==> src/rtl/dcache_mem_responder.sv <==
// Memory-side burst responder: turns cache-line read requests into sequential SRAM reads and forwards word writes.
// Define DCACHE_MEMRESP_WRAP_EN for critical-word-first bursts that wrap inside the aligned 32-word line.
module dcache_mem_responder #(
    parameter int BURSTLEN = 8,
    parameter int RDLAT    = 2
) (
    input  logic        clk,
    input  logic        reset_n,
    input  logic [31:0] mem_addr,
    input  logic        mem_rdreq,
    input  logic        mem_wrreq,
    input  logic [31:0] mem_wrdata,
    output logic [31:0] mem_out,
    output logic        mem_valid,
    output logic [15:0] mem_burstlen,
    output logic        req_overrun,
    output logic [29:0] sram_addr,
    output logic        sram_re,
    output logic        sram_we,
    output logic [31:0] sram_wdata,
    input  logic [31:0] sram_rdata
);

    localparam logic [1:0] IDLE  = 2'd0;
    localparam logic [1:0] ISSUE = 2'd1;
    localparam logic [1:0] DRAIN = 2'd2;

    localparam logic [5:0] LAST_CNT = 6'(BURSTLEN - 1);

    logic [1:0]       state_q, state_d;
    logic [29:0]      base_q, base_d;
    logic [5:0]       issue_cnt_q, issue_cnt_d;
    logic [5:0]       beat_cnt_q, beat_cnt_d;
    logic [RDLAT-1:0] pipe_q, pipe_d;
    logic             overrun_q, overrun_d;
    logic [29:0]      sram_addr_q, sram_addr_d;
    logic             sram_re_q, sram_re_d;
    logic             sram_we_q, sram_we_d;
    logic [31:0]      sram_wdata_q, sram_wdata_d;
    logic [31:0]      mem_out_q, mem_out_d;
    logic             mem_valid_q, mem_valid_d;

    logic [29:0]      burst_addr;
    logic             beat;
    logic             unused_addr_bits;

    assign unused_addr_bits = ^mem_addr[1:0];

`ifdef DCACHE_MEMRESP_WRAP_EN
    assign burst_addr = {base_q[29:5], base_q[4:0] + issue_cnt_q[4:0]};
`else
    assign burst_addr = base_q + {24'd0, issue_cnt_q};
`endif

    // The pipe tracks sram_re as registered on the output, so its tail marks the cycle sram_rdata is valid.
    generate
        if (RDLAT == 1) begin : g_pipe_single
            assign pipe_d = sram_re_q;
        end else begin : g_pipe_multi
            assign pipe_d = {pipe_q[RDLAT-2:0], sram_re_q};
        end
    endgenerate

    assign beat = pipe_q[RDLAT-1];

    always_comb begin
        state_d      = state_q;
        base_d       = base_q;
        issue_cnt_d  = issue_cnt_q;
        beat_cnt_d   = beat ? beat_cnt_q + 6'd1 : beat_cnt_q;
        overrun_d    = overrun_q;
        sram_addr_d  = sram_addr_q;
        sram_re_d    = 1'b0;
        sram_we_d    = 1'b0;
        sram_wdata_d = sram_wdata_q;
        mem_valid_d  = beat;
        mem_out_d    = beat ? sram_rdata : mem_out_q;

        if (mem_wrreq) begin
            sram_we_d    = 1'b1;
            sram_addr_d  = mem_addr[31:2];
            sram_wdata_d = mem_wrdata;
        end

        // A write in the same cycle pre-empts the read issue; issue_cnt simply holds.
        case (state_q)
            IDLE: begin
                if (mem_rdreq) begin
                    base_d      = mem_addr[31:2];
                    issue_cnt_d = 6'd0;
                    beat_cnt_d  = 6'd0;
                    state_d     = ISSUE;
                end
            end
            ISSUE: begin
                if (!mem_wrreq) begin
                    sram_re_d   = 1'b1;
                    sram_addr_d = burst_addr;
                    issue_cnt_d = issue_cnt_q + 6'd1;
                    if (issue_cnt_q == LAST_CNT) begin
                        state_d = DRAIN;
                    end
                end
            end
            DRAIN: begin
                if (beat && (beat_cnt_q == LAST_CNT)) begin
                    state_d = IDLE;
                end
            end
            default: state_d = IDLE;
        endcase

        if (mem_rdreq && (state_q != IDLE)) begin
            overrun_d = 1'b1;
        end
    end

    always_ff @(posedge clk or negedge reset_n) begin
        if (!reset_n) begin
            state_q      <= IDLE;
            base_q       <= '0;
            issue_cnt_q  <= '0;
            beat_cnt_q   <= '0;
            pipe_q       <= '0;
            overrun_q    <= 1'b0;
            sram_addr_q  <= '0;
            sram_re_q    <= 1'b0;
            sram_we_q    <= 1'b0;
            sram_wdata_q <= '0;
            mem_out_q    <= '0;
            mem_valid_q  <= 1'b0;
        end else begin
            state_q      <= state_d;
            base_q       <= base_d;
            issue_cnt_q  <= issue_cnt_d;
            beat_cnt_q   <= beat_cnt_d;
            pipe_q       <= pipe_d;
            overrun_q    <= overrun_d;
            sram_addr_q  <= sram_addr_d;
            sram_re_q    <= sram_re_d;
            sram_we_q    <= sram_we_d;
            sram_wdata_q <= sram_wdata_d;
            mem_out_q    <= mem_out_d;
            mem_valid_q  <= mem_valid_d;
        end
    end

    assign mem_out      = mem_out_q;
    assign mem_valid    = mem_valid_q;
    assign mem_burstlen = 16'(BURSTLEN);
    assign req_overrun  = overrun_q;
    assign sram_addr    = sram_addr_q;
    assign sram_re      = sram_re_q;
    assign sram_we      = sram_we_q;
    assign sram_wdata   = sram_wdata_q;

endmodule

==> config.mk <==
export PLATFORM = sky130hd
export DESIGN_NAME = dcache_mem_responder
export DESIGN_NICKNAME = d
export VERILOG_FILES = /design/src/rtl/dcache_mem_responder.sv
export SDC_FILE = /design/constraint.sdc
export NUM_CORES = 1
export LEC_CHECK = 0
export BUFFER_PORTS_ARGS = -buffer_cell sky130_fd_sc_hd__buf_4
export CORE_UTILIZATION = 25
export DETAILED_ROUTE_END_ITERATION = 10
export SLEW_MARGIN = 5
export SYNTH_ARGS = -nofsm -noshare
export SYNTH_HDL_FRONTEND = slang
export SYNTH_SLANG_ARGS = --single-unit
==> constraint.sdc <==
create_clock -name clk -period 5 [get_ports clk]
set_input_delay 0.25 -clock clk [delete_from_list [all_inputs] [get_ports clk]]
set_output_delay 0.25 -clock clk [all_outputs]
set_load 0.03 [all_outputs]
Word level (Yosys, flattened, before mapping)

Cells that the tools add are included.

Register bits: 144
Output and inout port bits: 114
Logic and storage cells: 48

Add/subtract/negate cells: 3
Equality and inequality tests: 8
Muxes and demuxes: 17
Reduce and logical (&&, ||, !) cells: 8

Operator list:

| operator                                            | count |
|---|---|
| 2-to-1 mux 30 bit                                   | 3 |
| adder 30 x 6 -> 30 bit                              | 1 |
| 2-to-1 mux 6 bit                                    | 5 |
| adder 6 x 1 -> 6 bit, second input constant         | 2 |
| equality test 6 x 3 -> 1 bit, second input constant | 2 |
| one-hot mux 6 bit (2 select lines)                  | 1 |
| 2-to-1 mux 2 bit                                    | 4 |
| != test 2 bit, second input constant                | 4 |
| one-hot mux 2 bit (3 select lines)                  | 1 |
| AND reduction 4 bit                                 | 1 |
| nonzero test 2 bit                                  | 2 |
| 2-to-1 mux 1 bit                                    | 3 |
| AND reduction 3 bit                                 | 1 |
| equality test 2 x 1 -> 1 bit, second input constant | 1 |
| equality test 2 bit, second input constant          | 1 |
| logical AND 1 bit                                   | 2 |
| logical NOT 2 bit                                   | 1 |
| AND reduction 2 bit                                 | 1 |

Logic depth before layout (Yosys ltp)

Depth after elaboration: 4
Depth in mapped cells: 8
Gate-level depth less buffers: 8

Worst setup path after synthesis

No wires, ideal clock.

Path type: register -> register
From: register issue_cnt_q[0]
To: register sram_addr_q[26], in the netlist sram_addr[26]
Arrival: 2.118 ns
Data required time: 4.858 ns
Path slack: 2.740 ns
Cell stages (with the launch flop): 9
Path buffers: 0
Cells stage by stage: dfrtp_1 -> ha_1 -> fa_1 -> a21o_1 -> a221oi_4 -> nand3b_4 -> nor3_2 -> xnor2_1 -> o221ai_1

Longest elaborated chain between the ends: 3

RTL lines:

| what                      | line | RTL |
|---|---|---|
| start, declared           | 32   | `logic [5:0] issue_cnt_q, issue_cnt_d;` |
| start signal, assigned    | 135  | `issue_cnt_q <= issue_cnt_d;` |
| adder 30 x 6 -> 30 bit    | 52   | `assign burst_addr = base_q + {24'd0, issue_cnt_q};` |
| 2-to-1 mux 30 bit         | 96   | `if (!mem_wrreq) begin` |
| 2-to-1 mux 30 bit         | 86   | `case (state_q)` |
| named net sram_addr_d[26] | 36   | `logic [29:0] sram_addr_q, sram_addr_d;` |
| end signal, assigned      | 139  | `sram_addr_q <= sram_addr_d;` |
| end, declared             | 36   |  |

The timed path passes the listed nets, and every way through them passes these cells.
A chain may end at the register's enable or synchronous reset.

Worst setup path after layout

Same ends and word-level chain as after synthesis.

==> results by group <==
Layout
  – Layout cell share with drive strength beyond 1: 0.470
  – Most frequent cells in the layout: buf_4 (198), dfrtp_1 (144), mux2_2 (94)
  – Fin nets: 823
  – Layout area overhead: 37.2%
  – Most common cell after layout, fill and taps aside: buf_4
  – Antenna Diode Count: 0
  – Finished Layout Cells: 1057
  – # fillers: 2515

STA
  – Minimum clock period: 2.62 ns
  – Worst-Margin Slew: between 0.9 and 1 ns
  – Hold Violations, Final: 0
  – Final slew viol count: 0
  – Setup_tns: 0 ns
  – Slew headroom: 0.373
  – RSZ-0062 raised after global routing: no
  – WHS: 0.0476 ns
  – # setup viols final: 0
  – Setup Skew: between 0.01 and 0.015 ns
  – Final period utilization: 0.524
  – Max Fclk: about 380 MHz
  – Worst setup margin: 2.38 ns

Setup path
  – Worst setup EP type: flop
  – Crit path max fanout: 6
  – Reg-to-reg critical path startpoint: issue_cnt_q[0]
  – CP arrival: 2.89 ns
  – Reg2Reg Depth: 8
  – Worst Setup Path Type: reg2reg
  – Worst setup SP type: flop
  – R2R Setup Slk: 2.38 ns
  – WP data required: 5.27 ns
  – Crit. Startpoint: issue_cnt_q[0]

Global route
  – GRT overflow: 0
  – Initial antenna violation count: 0
  – Largest net degree at the start of global routing: 100
  – Vias in the first global route: 4444
  – First-pass GRT wire length: ~24000 µm
  – Total track usage: 0.116

Die
  – Std cell rows: between 50 and 60
  – Core Box Area: 25300 µm²
  – Ports: 214
  – Die Width: 163 µm
  – Die outline height: 163 µm
  – Starting Density: 0.255
  – Die area: between 20000 and 30000 µm²

Synthesis
  – Post-synthesis cell count: between 500 and 600
  – Synthesized flop and latch total: 144
  – Mean area per synthesized cell: 12.4 µm²
  – Ys async rst share: 1.00
  – YS warnings: 0
  – EDFF count, synth: 0
  – Register area share after synthesis: 0.559
  – Number of distinct library cells after synthesis: 52
  – Synth Flop Type: dfrtp_1
  – Cell Area, Synth: 6450 µm²

Placed design
  – Buffers on Ports: around 200
  – Post-place setup slack: about 2.4 ns
  – HPWL after detailed placement: 10200 µm
  – Placed insts: 1024
  – GPL Wtd Cong: 0.682

Clocking
  – CTS tree: done
  – Num CTS Buffers: 17
  – Setup Fix Bufs, Post-CTS: 0
  – H-tree depth reported by CTS: 4
  – Root Driver: clkbuf_16
  – Cts hold-fix bufs: 1
  – CTS sink cnt: 144
  – Clk Latency, worst-skew pair: 0.42 ns
  – CTS resizes: 0
  – Clk slew on worst S/H paths: 0.07 ns
  – CTS Buffer Depth: 2

Routing
  – Routed Antenna Nets: 0
  – First DRT Iteration DRCs: 213
  – Vias/cell: about 4.3
  – DR pass1 iterations: 4
  – Met1 Routed Length: 6900 µm
  – Drt wl/cell: 14.4 µm
  – Routed wire length: roughly 15000 µm
  – Routed met3 length: 907 µm
  – Met2 routed WL: 7240 µm
  – Top Layer Used: met4
  – Routed vias: between 4k and 5k
  – DRC: 0

Power
  – Pwr dens: 583 nW/µm²
  – Combinational share of power: 0.373
  – Sw power: 1890 µW
  – Int Pwr: 3260 µW
  – Clock power share: 0.269
  – P_leak: 0.00399 µW
  – Sequential Power Share: 0.358
  – Worst IR drop on VDD: between 200 and 300 µV
  – Sw frac: 0.367
  – Final Power: ~5200 µW

Min path
  – Tightest Hold Check Type: in2reg
  – Worst Hold Depth: 3
  – Worst hold path startpoint: mem_addr[14]

Status
  – Status: complete, no violations

Job
  – Max_cap viols: 0
==> Yosys cell counts (3+ instances only) <==
cell	instances	area share
a21o_1	3	0.0035
a21oi_1	12	0.0093
and3_1	5	0.0048
buf_1	6	0.0035
buf_2	6	0.0047
buf_4	16	0.019
clkbuf_1	12	0.0070
dfrtp_1	144	0.56
ha_1	8	0.016
inv_1	3	0.0017
mux2_2	94	0.16
mux2i_1	4	0.0062
nand2_1	59	0.034
nand3_1	7	0.0054
nand4_1	5	0.0048
nor2_1	26	0.015
nor3_2	3	0.0047
o21ai_0	18	0.014
o221ai_1	16	0.022
xnor2_1	17	0.023
xor2_1	17	0.023
==> path summary, 6_finish.rpt <==
kind | end
hold reg to reg | pipe_q[1]
max in group asynchronous | state_q[1]
setup reg to reg | sram_addr[26]
setup / recovery | sram_addr[26]
hold / removal | sram_addr[12]
min in group asynchronous | mem_out[25]
==> routing by layer <==
metal  vias up  track usage
li1       2185            -
met1      2258        0.148
met2       125        0.188
met3        13       0.0339
met4         0       0.0408
met5         -            0
==> power groups by stage <==
stage	Sequential, µW	Combinational, µW	Clock, µW
finish	1850	1920	1390
detailed placement	1870	1950	0
global route	1910	2080	1490
global placement	1860	1930	0
CTS	1850	1960	1440
floorplan	2270	850	0
==> logic make-up after synthesis <==
family | count (synthesis) | share of synthesized area
muxes | 98 | 0.170
xor gates and xnor gates | 34 | 0.0462
and+or+nand+nor | 130 | 0.105
buffers and inverters | 44 | 0.0361
DFF | 144 | 0.559
other | 2 | 0.00116
adders and majority gates | 9 | 0.0186
AOI/OAI and AO/OA | 60 | 0.0646
==> flip-flops by register name (all words and copies together), names as in the netlist <==
register / cells
base_q: 30
beat_cnt_q: 6
issue_cnt_q: 6
mem_out: 32
mem_valid: 1
pipe_q: 2
req_overrun: 1
sram_addr: 30
sram_re: 1
sram_wdata: 32
sram_we: 1
state_q: 2
==> through the flow <==
stage | utilization | cell area, µm²
final | 0.350 | 8850
after global routing | 0.350 | 8850
after CTS | 0.350 | 8850
after detailed placement | 0.325 | 8200
after global placement | 0.325 | 8200
after floorplan | - | 6500
==> cell type report <==
type	instances	area (µm²)	area share
Inverter	4	15.0	0.00170
Clock inverter	11	176	0.0199
Clock buffer	21	460	0.0520
Timing Repair Buffer	200	1510	0.170
Tap cell	330	413	0.0467
Sequential cell	144	3600	0.407
Multi-Input combinational cell	347	2670	0.302
==> critical path, cell delays in order, from the launching register on <==
cell      delay [ns]
dfrtp_1         0.43
ha_1            0.25
fa_1            0.41
a21o_1          0.24
a221oi_4        0.52
nand3b_4        0.28
nor3_2          0.05
xnor2_1         0.16
o221ai_1        0.14
Note: power is estimated with default switching activity, not from simulation.
